### src/rtl/seg_scan4_pkg.sv
// Shared definitions for the seg_scan4 display driver: segment and digit
// encodings, scan FSM states and the leading-zero test helper.
package seg_scan4_pkg;

    typedef enum logic {
        ST_BLANK = 1'b0,
        ST_SHOW  = 1'b1
    } scan_state_t;

    localparam logic [6:0] SEG_OFF = 7'h7F;
    localparam logic [3:0] DIG_OFF = 4'b1111;

    // Active-low gfedcba patterns for hex digits 0..F.
    localparam logic [6:0] SEG_HEX [16] = '{
        7'h40, 7'h79, 7'h24, 7'h30, 7'h19, 7'h12, 7'h02, 7'h78,
        7'h00, 7'h10, 7'h08, 7'h03, 7'h46, 7'h21, 7'h06, 7'h0E
    };

    // True when digit pos and every digit above it are zero (digit 0 never qualifies).
    function automatic logic lz_suppress(input logic [15:0] val, input logic [1:0] pos);
        logic res;
        res = 1'b0;
        case (pos)
            2'd1:    res = (val[15:4] == 12'h000);
            2'd2:    res = (val[15:8] == 8'h00);
            2'd3:    res = (val[15:12] == 4'h0);
            default: res = 1'b0;
        endcase
        return res;
    endfunction

endpackage

### src/rtl/seg_hex_decode.sv
// Combinational 4-bit to active-low seven-segment (gfedcba) decoder.
module seg_hex_decode
    import seg_scan4_pkg::*;
(
    input  logic [3:0] nibble,
    output logic [6:0] seg
);

    assign seg = SEG_HEX[nibble];

endmodule

### src/rtl/seg_scan4.sv
// Four-digit multiplexed seven-segment scanner with per-slot blanking and
// per-frame input snapshot. Define SEG_LZB_EN to enable leading-zero blanking.
module seg_scan4
    import seg_scan4_pkg::*;
#(
    parameter int PRESCALE  = 50000,
    parameter int BLANK_CYC = 16
) (
    input  logic        clk,
    input  logic        clr_n,
    input  logic [15:0] din,
    input  logic [3:0]  dp_in,
    output logic [6:0]  seg_out,
    output logic        dp_out,
    output logic [3:0]  dig_an,
    output logic        frame_tick
);

    localparam int CNT_W = $clog2(PRESCALE);
    localparam logic [CNT_W-1:0] SLOT_LAST  = CNT_W'(PRESCALE - 1);
    localparam logic [CNT_W-1:0] BLANK_LAST = CNT_W'((BLANK_CYC > 0) ? BLANK_CYC - 1 : 0);

    logic [CNT_W-1:0] slot_cnt;
    logic [1:0]       idx;
    logic [15:0]      shadow_din;
    logic [3:0]       shadow_dp;
    scan_state_t      state;
    scan_state_t      state_nxt;
    logic             slot_wrap;
    logic             frame_start;
    logic             show;
    logic [3:0]       nibble;
    logic [6:0]       dec_seg;

    assign slot_wrap   = (slot_cnt == SLOT_LAST);
    assign frame_start = (slot_cnt == '0) && (idx == 2'd0);
    assign nibble      = shadow_din[{idx, 2'b00} +: 4];

    seg_hex_decode u_dec (
        .nibble (nibble),
        .seg    (dec_seg)
    );

    // The snapshot is taken only at frame start so a frame never mixes old and new digits.
    always_ff @(posedge clk) begin
        if (!clr_n) begin
            slot_cnt   <= '0;
            idx        <= 2'd0;
            shadow_din <= 16'h0000;
            shadow_dp  <= 4'h0;
            state      <= ST_BLANK;
        end else begin
            slot_cnt <= slot_wrap ? '0 : slot_cnt + 1'b1;
            if (slot_wrap) begin
                idx <= idx + 2'd1;
            end
            if (frame_start) begin
                shadow_din <= din;
                shadow_dp  <= dp_in;
            end
            state <= state_nxt;
        end
    end

    always_comb begin
        state_nxt = state;
        case (state)
            ST_BLANK: begin
                if (BLANK_CYC == 0 || slot_cnt == BLANK_LAST) begin
                    state_nxt = ST_SHOW;
                end
            end
            ST_SHOW: begin
                if (BLANK_CYC > 0 && slot_wrap) begin
                    state_nxt = ST_BLANK;
                end
            end
            default: state_nxt = ST_BLANK;
        endcase
    end

    always_comb begin
        show = (state == ST_SHOW);
`ifdef SEG_LZB_EN
        if (lz_suppress(shadow_din, idx)) begin
            show = 1'b0;
        end
`endif
    end

    // Pins are registered so the display sees glitch-free levels one cycle behind the scan state.
    always_ff @(posedge clk) begin
        if (!clr_n) begin
            seg_out    <= SEG_OFF;
            dp_out     <= 1'b1;
            dig_an     <= DIG_OFF;
            frame_tick <= 1'b0;
        end else begin
            frame_tick <= frame_start;
            if (show) begin
                seg_out <= dec_seg;
                dp_out  <= ~shadow_dp[idx];
                dig_an  <= ~(4'b0001 << idx);
            end else begin
                seg_out <= SEG_OFF;
                dp_out  <= 1'b1;
                dig_an  <= DIG_OFF;
            end
        end
    end

endmodule

### config.mk
export PLATFORM = sky130hd
export DESIGN_NAME = seg_scan4
export DESIGN_NICKNAME = d
export VERILOG_FILES = /design/src/rtl/seg_scan4_pkg.sv /design/src/rtl/seg_hex_decode.sv /design/src/rtl/seg_scan4.sv
export SDC_FILE = /design/constraint.sdc
export NUM_CORES = 1
export LEC_CHECK = 0
export BUFFER_PORTS_ARGS = -buffer_cell sky130_fd_sc_hd__buf_2
export CORE_AREA = 2 2 72 74
export DETAILED_ROUTE_END_ITERATION = 6
export DIE_AREA = 0 0 74 76
export PLACE_DENSITY = 0.7
export SLEW_MARGIN = 30
export SYNTH_ARGS = -nofsm -noshare
export SYNTH_HDL_FRONTEND = slang
export SYNTH_SLANG_ARGS = --single-unit
### constraint.sdc
create_clock -name clk -period 3.59 [get_ports clk]
set_input_delay 0.718 -clock clk [delete_from_list [all_inputs] [get_ports clk]]
set_output_delay 0.718 -clock clk [all_outputs]
set_load 0.005 [all_outputs]
Word level (Yosys, flattened, before mapping). Memories as Yosys holds them, arrays and structs flattened. A register that Yosys moved wholly into a read port is not among the register bits. Index checks and enable logic that the tools add are counted.

Bits in registers: 45. Bits in read-only memories: 112. Input port bits: 22. Output and inout port bits: 13. Logic and storage cells: 32. Memories kept: 1.

$add $sub $neg: 2. Order comparisons: 1. Equality and inequality tests: 2. Shift-type cells: 2. Muxes and demuxes: 5. Bitwise gates (word level): 5. Reductions and logical operators: 6.

Memory list: (no name shown) (depth 16, bits a word 7, rd ports 1, clocked after Yosys merged registers in 1, wr ports 0, RTL line seg_hex_decode.sv:9) `assign seg = SEG_HEX[nibble];`.

Operator list (count): $add A16 B1 Y16 const B (1); $eq A16 B16 Y1 const B (1); $eq A16 B4 Y1 const B (1); $logic_not A16 Y1 (1); $shiftx A16 B5 Y4 (1); $not A4 Y5 (1); $not A4 Y4 (1); $shl A1 B2 Y4 const A (1); $lt A2 B3 Y1 const B (1); $mux W1 (3); $not A1 Y1 (3); $add A2 B1 Y2 const B (1); $bmux W1 S2 (1); $logic_not A2 Y1 (1); $pmux W1 S2 (1); $reduce_and A2 Y1 (1); $reduce_or A2 Y1 (1); $logic_and A1 B1 Y1 (1); $logic_not A1 Y1 (1).

Logic depth before layout (Yosys ltp). Gate-level depths: netlist (run 1).

Word-level depth: 3. Gate-level depth with buffers: 8. Depth with buffers taken out: 6.

Modules after synthesis. A second synthesis (run 1) with hierarchy kept.

Cell total of the unflattened synthesis: 263. Area, all modules: 2491.1 um^2.

By module, submodules not included: seg_scan4 (times used 1, cells each 232, area each 2228.4 um^2, seq. area each 1041.0 um^2); seg_hex_decode (times used 1, cells each 31, area each 262.8 um^2, seq. area each 0.0 um^2).

Worst setup path before layout (run 1). Ideal clock, no wire load.

Path kind: reg-to-reg. Start: register idx[0]. End: register seg_out[3]. Library setup time: 0.135 ns. Arrival time: 1.846 ns. Slack: 1.609 ns. Cell stages (with the launch flop): 7. Buffers on the path: 1. Period minus slack after synthesis: 1.981 ns. Path through: dfxtp_1 > buf_2 > mux4_2 > ha_1 > nor2b_1 > a2111oi_0 > a31oi_1.

Longest elaborated chain between the ends: 2.

RTL lines: from (decl) (RTL line seg_scan4.sv:24) `logic [1:0] idx;`; from (signal assigned) (RTL line seg_scan4.sv:55) `idx <= idx + 2'd1;`; $shiftx A16 B5 Y4 (RTL line seg_scan4.sv:37) `assign nibble = shadow_din[{idx, 2'b00} +: 4];`; $not A4 Y5 (implied by the code) (RTL line seg_hex_decode.sv:9); to (decl) (RTL line seg_scan4.sv:13) `output logic [6:0] seg_out,`.

No other way between the ends. A chain may end at the register's enable or synchronous reset.

Final worst setup path (run 1).
Start: register idx[0]. End: register shadow_din[8].

Longest elaborated chain between the ends: 2.

RTL lines: $logic_not A2 Y1 (RTL line seg_scan4.sv:36) `assign frame_start = (slot_cnt == '0) && (idx == 2'd0);`; $logic_and A1 B1 Y1 (RTL line seg_scan4.sv:36); to (signal assigned) (RTL line seg_scan4.sv:58) `shadow_din <= din;`; to (decl) (RTL line seg_scan4.sv:25) `logic [15:0] shadow_din;`.

No other way between the ends.

==> results.json, run 1 <==
{
  "critPathKind": "reg2reg",
  "yosysTopAreaCellShare": 0.4423,
  "wl_per_cell_um": 13.52,
  "r2r_end": "shadow_din[8]",
  "core_mm2": 0.004912,
  "track_usage": 0.1878,
  "timing.final.crit_period_ns": 2.392,
  "grt_antenna_before_repair": 0,
  "finalCritPeriodShare": 0.6662,
  "die_area_mm2": 0.005624,
  "worst_setup_path_start_kind": "flip-flop",
  "synth_cells": 266,
  "synth_area_leader_cell": "dfxtp_1",
  "outcome": "completed",
  "synth_edf_count": 0,
  "final_antenna_net_count": 0,
  "grt.busiest_layer": "met2",
  "min_from": "shadow_dp[2]",
  "p_total_mw": 1.079,
  "whs_path_depth": 2,
  "rr_worst_depth": 6,
  "reg2reg_from": "idx[0]",
  "ios": 35,
  "syn_to_final_growth_pct": 12.28,
  "first_pass_iters": 4,
  "cts_tree": "yes",
  "worst-path-max-fanout": 20,
  "clockRootBuffer": "clkbuf_8",
  "min_to": "shadow_dp[2]",
  "finalHoldViolations": 0,
  "async_flop_share": 0,
  "nNetsFinal": 326,
  "cts_setup_buffers": 0,
  "final_area_mm2": 0.002643,
  "hpwl_um": 3415,
  "ys.flop_type": "dfxtp_1",
  "end_kind": "flip-flop",
  "die_width_um": 74,
  "rsz0062_at_grt": "no",
  "cts.sinks": 52,
  "row_count": 26,
  "drt-initial-drc-count": 134,
  "grt_pass1_vias": 1845,
  "synthTopCellsByArea": "dfxtp_1 (44%), ha_1 (6.4%), a21oi_1 (6.0%)",
  "yosysMostFrequentCell": "dfxtp_1",
  "synth.distinct_cells": 36,
  "worst_pin_slew_ns": 0.7718,
  "globalplace.congestion": 0.8139,
  "setup-violations-final": 0,
  "synthTopCellsByCount": "dfxtp_1 (52), a21oi_1 (28), o21ai_0 (27)",
  "postCtsHoldBufs": 0,
  "regToRegSetupSlack_ns": 1.20,
  "cts-resized-gates": 0,
  "slew_viol_final": 0,
  "start_util": 0.4791,
  "grt_use_met3": 0.04894,
  "grt_pass1_wl_um": 8349,
  "relSlewSlack": 0.4855,
  "min_path_type": "reg2reg",
  "required_ns": 3.75,
  "viasPerCell": 5.449,
  "via_count": 1978,
  "portBuffers": 34,
  "fp.dieH_um": 76,
  "finClkSkew_ns": 0.006564,
  "syn_avg_cell_area_um2": 8.848,
  "ir_drop_mv": 0.1885,
  "met1_usage": 0.2502,
  "grt_start_max_net_pins": 25,
  "drc_errors": 0,
  "power_density_mw_per_mm2": 408.2,
  "numCtsBuffers": 5,
  "use_met2": 0.2857,
  "ys_ff_latch": 52,
  "max-cap-violations": 0,
  "drive_above_1_share": 0.1638,
  "fmax_ghz": 0.4181,
  "finalSetupTns_ns": 0,
  "overflow": 0,
  "p_leak_nw": 0.9694,
  "synth_area_mm2": 0.002354,
  "synth.yosys.seq_area_share": 0.4423,
  "h-tree-depth": 2,
  "diodes": 0,
  "placed_area_mm2": 0.002552,
  "timing.final.ws_setup_ns": 1.198,
  "clk_latency_ns": 0.30,
  "cts_buffer_depth": 2,
  "critical_path_arrival_ns": 2.55,
  "wl_um": 4909,
  "preCtsSetupSlack_ns": 1.260,
  "synth_fp_nets": 300,
  "ys_warn_count": 0,
  "clk_pin_slew_ns": 0.08
}
-- routing by layer --
metal  wire, um  vias to the layer above
li1           -                      982
met1       2265                      934
met2       2270                       53
met3        283                        9
met4         90                        0
met5          0                        -
-- cell type report --
cell class | instances | area, um^2
clock buffers | 8 | 90.09
inverters | 12 | 45.04
flip-flops and latches | 52 | 1041
repair buffers | 34 | 170.2
fillers | 461 | 2270
multi-input cells | 187 | 1209
well taps | 70 | 87.58
-- kinds of logic (layout without fill, tap and decap cells) --
| kind of cell | Yosys count | count (layout) | synth area share |
|---|---|---|---|
| buffers and inverters | 27 | 54 | 0.04413 |
| xor gates and xnor gates | 13 | 13 | 0.04838 |
| AOI/OAI and AO/OA | 65 | 65 | 0.1473 |
| muxes | 6 | 6 | 0.05210 |
| and+or+nand+nor | 91 | 91 | 0.2020 |
| adders and majority gates | 12 | 12 | 0.06379 |
| DFF | 52 | 52 | 0.4423 |
-- where the power goes --
group / internal [mW] / leakage [nW] / switching, mW
sequential: 0.601 / 0.424 / 0.0139
combinational: 0.0501 / 0.500 / 0.0720
clock: 0.158 / 0.0455 / 0.184
total: 0.809 / 0.969 / 0.270
-- state kept, by name, indices dropped and copies added (netlist names) --
signal,flops
show,1
seg_out,7
dig_an,4
dp_out,1
frame_tick,1
slot_cnt,16
shadow_din,16
idx,2
shadow_dp,4
-- worst max-delay path by stage --
stage           start             to  slack [ns]  cells past startpoint
3_5_place_dp   idx[0]  shadow_din[8]        1.26                      6
6_report       idx[0]  shadow_din[8]        1.20                      6
3_3_place_gp   idx[0]   shadow_dp[0]        1.37                      6
2_1_floorplan  idx[0]     seg_out[3]        1.61                      6
4_1_cts        idx[0]  shadow_din[9]        1.19                      6
5_1_grt        idx[0]  shadow_din[4]        0.88                      6
-- per-stage QoR --
| step | std cells | hold WS [ns] | utilization |
|---|---|---|---|
| 5_1_grt | 363 | 0.4990 | 0.5380 |
| 4_1_cts | 363 | 0.4759 | 0.5380 |
| 2_1_floorplan | 266 | 0.4463 | - |
| 6_report | 363 | 0.4778 | 0.5380 |
| 3_5_place_dp | 355 | 0.4640 | 0.5196 |
| 3_3_place_gp | 355 | 0.4547 | 0.5196 |
-- cell usage in the layout (no fill, tap or decap), drive strengths merged --
cell type / count
and4: 1
nor2: 22
or4: 1
or3: 5
xor2: 4
nand3: 24
a2111oi: 1
nand4: 4
and3: 1
a31oi: 3
mux4: 5
nor2b: 1
inv: 12
clkbuf: 8
and3b: 1
o221ai: 1
and2: 2
o211ai: 2
mux2i: 1
buf: 34
nor4bb: 2
a21oi: 28
nand2: 15
nor3: 6
dfxtp: 52
nand3b: 1
xnor2: 9
o22ai: 1
ha: 12
nand2b: 2
o21ai: 29
nor4: 3
-- critical path, stage by stage, from the launching register on --
cell and delay [ns]:
dfxtp_1 0.45, inv_1 0.14, ha_1 0.18, nor4bb_1 0.46, nand3_1 0.55, o21ai_0 0.37, a21oi_1 0.10
No activity file was read; power rests on OpenSTA's default activity.
==> run 2, diff against run 1 <==
- PLACE_DENSITY: 0.7 -> 0.73
- clock period: 3.59 -> 2.1 ns (I/O delays scaled with it)
==> run 2 against run 1 <==
  * Via count barely moved
  * Non-clock buffer count rose by 13
  * Setup slack got worse by 0.97 ns
  * Flip-flop and latch count did not move
  * Count of clock-buffer cells in the layout did not move
  * Final cell count rose by 3.6%
  * Clock skew fell by 0.0011 ns
  * Routed wire length fell by 4.8%
  * Largest cell class unchanged
  * Largest power group unchanged
  * Highest routed layer unchanged
==> results.json, run 2 (synthesis results as in run 1) <==
{
  "drt-initial-drc-count": 131,
  "ir_drop_mv": 0.2455,
  "min_path_type": "in2reg",
  "rr_worst_depth": 5,
  "finalSetupTns_ns": 0,
  "regToRegSetupSlack_ns": 0.23,
  "finalCritPeriodShare": 0.8920,
  "required_ns": 2.28,
  "endpoint": "seg_out[3]",
  "critPathMaxStageDelay_ns": 0.58,
  "row_count": 26,
  "nNetsFinal": 339,
  "power_density_mw_per_mm2": 677.4,
  "max-cap-violations": 0,
  "wl_um": 4673,
  "critPathKind": "reg2reg",
  "final_antenna_net_count": 0,
  "placed_area_mm2": 0.002663,
  "p_leak_nw": 1.039,
  "globalplace.congestion": 0.7866,
  "finalHoldViolations": 0,
  "die_area_mm2": 0.005624,
  "first_pass_iters": 4,
  "worst_setup_path_start_kind": "flip-flop",
  "grt_pass1_vias": 1739,
  "startpoint": "idx[0]",
  "grt_start_max_net_pins": 21,
  "reg_top3": "shadow_din: 16 flops, slot_cnt: 16 flops, seg_out: 7 flops",
  "viasPerCell": 5.258,
  "cts.sinks": 52,
  "clk_pin_slew_ns": 0.09,
  "clockRootBuffer": "clkbuf_8",
  "hpwl_um": 3434,
  "end_kind": "flip-flop",
  "setup-violations-final": 0,
  "r2r_end": "seg_out[3]",
  "diodes": 0,
  "clk_latency_ns": 0.30,
  "outcome": "completed",
  "relSlewSlack": 0.7067,
  "final_area_mm2": 0.002754,
  "overflow": 0,
  "finClkSkew_ns": 0.005439,
  "numCtsBuffers": 5,
  "worst-path-max-fanout": 6,
  "drive_above_1_share": 0.2026,
  "track_usage": 0.1766,
  "path_depth": 5,
  "cp_slowest_cell": "mux4_2",
  "fp.dieH_um": 76,
  "crit_path_cell_trace": "mux4_2, ha_1, nor2b_1, a2111oi_0, a31oi_1",
  "die_width_um": 74,
  "timing.final.crit_period_ns": 1.873,
  "start_util": 0.4791,
  "rsz0062_at_grt": "no",
  "portBuffers": 34,
  "multi_input_area_mm2": 0.001209,
  "core_mm2": 0.004912,
  "layout_commonest_cell": "dfxtp_1",
  "cpLargestDelayFamily": "multiplexers",
  "postCtsHoldBufs": 0,
  "slew_viol_final": 0,
  "fmax_ghz": 0.5339,
  "seqCellArea_mm2": 0.001042,
  "wl_per_cell_um": 12.43,
  "h-tree-depth": 2,
  "grt_pass1_wl_um": 7790,
  "cts_tree": "yes",
  "worst_pin_slew_ns": 0.4359,
  "fillers": 460,
  "critPathBufInv": 0,
  "mostFrequentLayoutCells": "dfxtp_1 (51), buf_2 (34), a21oi_1 (28)",
  "syn_to_final_growth_pct": 17.01,
  "cts_buffer_depth": 2,
  "via_count": 1977,
  "reg2reg_from": "idx[0]",
  "ios": 35,
  "grt_antenna_before_repair": 0,
  "drc_errors": 0,
  "critical_path_arrival_ns": 2.05
}
run 2: changes by cell type in the layout (fill, tap and decap cells not counted), sizes merged:
cell	previous run	this run
buf	34	47
run 2: per-layer routing:
layer / global-route usage / vias to the layer above / share of wire
met5: 0 / - / 0
met4: 0.06000 / 0 / 0.013
met3: 0.04365 / 5 / 0.055
met2: 0.2661 / 44 / 0.45
met1: 0.2458 / 916 / 0.48
li1: - / 1012 / -
run 2: worst min-delay path by stage:
stage,slack [ns],cells after the start,start,end
finish,0.36,3,din[1],shadow_din[1]
CTS,0.36,3,din[1],shadow_din[1]
global route,0.37,3,din[5],shadow_din[5]
global placement,0.45,2,shadow_dp[1],shadow_dp[1]
floorplan,0.45,2,shadow_din[10],shadow_din[10]
detailed placement,0.47,2,shadow_din[5],shadow_din[5]
run 2: worst reg2reg max path, cell delays in order, from the launching register on:
cell and delay [ns]:
dfxtp_2 0.43, mux4_2 0.58, ha_1 0.22, nor2b_1 0.13, a2111oi_0 0.34, a31oi_1 0.06
run 2: area by class of cell:
| class | instances | share of cell area |
|---|---|---|
| Clock buffer | 8 | 0.03271 |
| Inverter | 12 | 0.01636 |
| Sequential cell | 52 | 0.3785 |
| Timing Repair Buffer | 47 | 0.1018 |
| Multi-Input combinational cell | 187 | 0.4389 |
| Tap cell | 70 | 0.03180 |
run 2: report_power, final:
part           total, mW  switching (mW)  internal, mW
Sequential          1.05          0.0237          1.03
Clock              0.580           0.310         0.269
Combinational      0.235           0.126         0.109
run 2: through the flow:
step / std cells / util / total power [mW] / setup WS (ns) / hold slack, ns
3_3_place_gp: 368 / 0.5420 / 1.302 / 0.1361 / 0.4536
4_1_cts: 376 / 0.5604 / 1.879 / 0.1025 / 0.3578
5_1_grt: 376 / 0.5606 / 1.953 / 0.04863 / 0.3720
2_1_floorplan: 266 / - / 1.223 / 0.1193 / 0.4463
6_report: 376 / 0.5606 / 1.866 / 0.2269 / 0.3629
3_5_place_dp: 368 / 0.5420 / 1.308 / 0.1077 / 0.4666
run 2: repair_timing:
item | CTS | global route
endpoints found under the setup margin | 0 | 1
hold endpoints to repair | 0 | 0
setup buffers | 0 | 0
gates resized for setup | 0 | 1
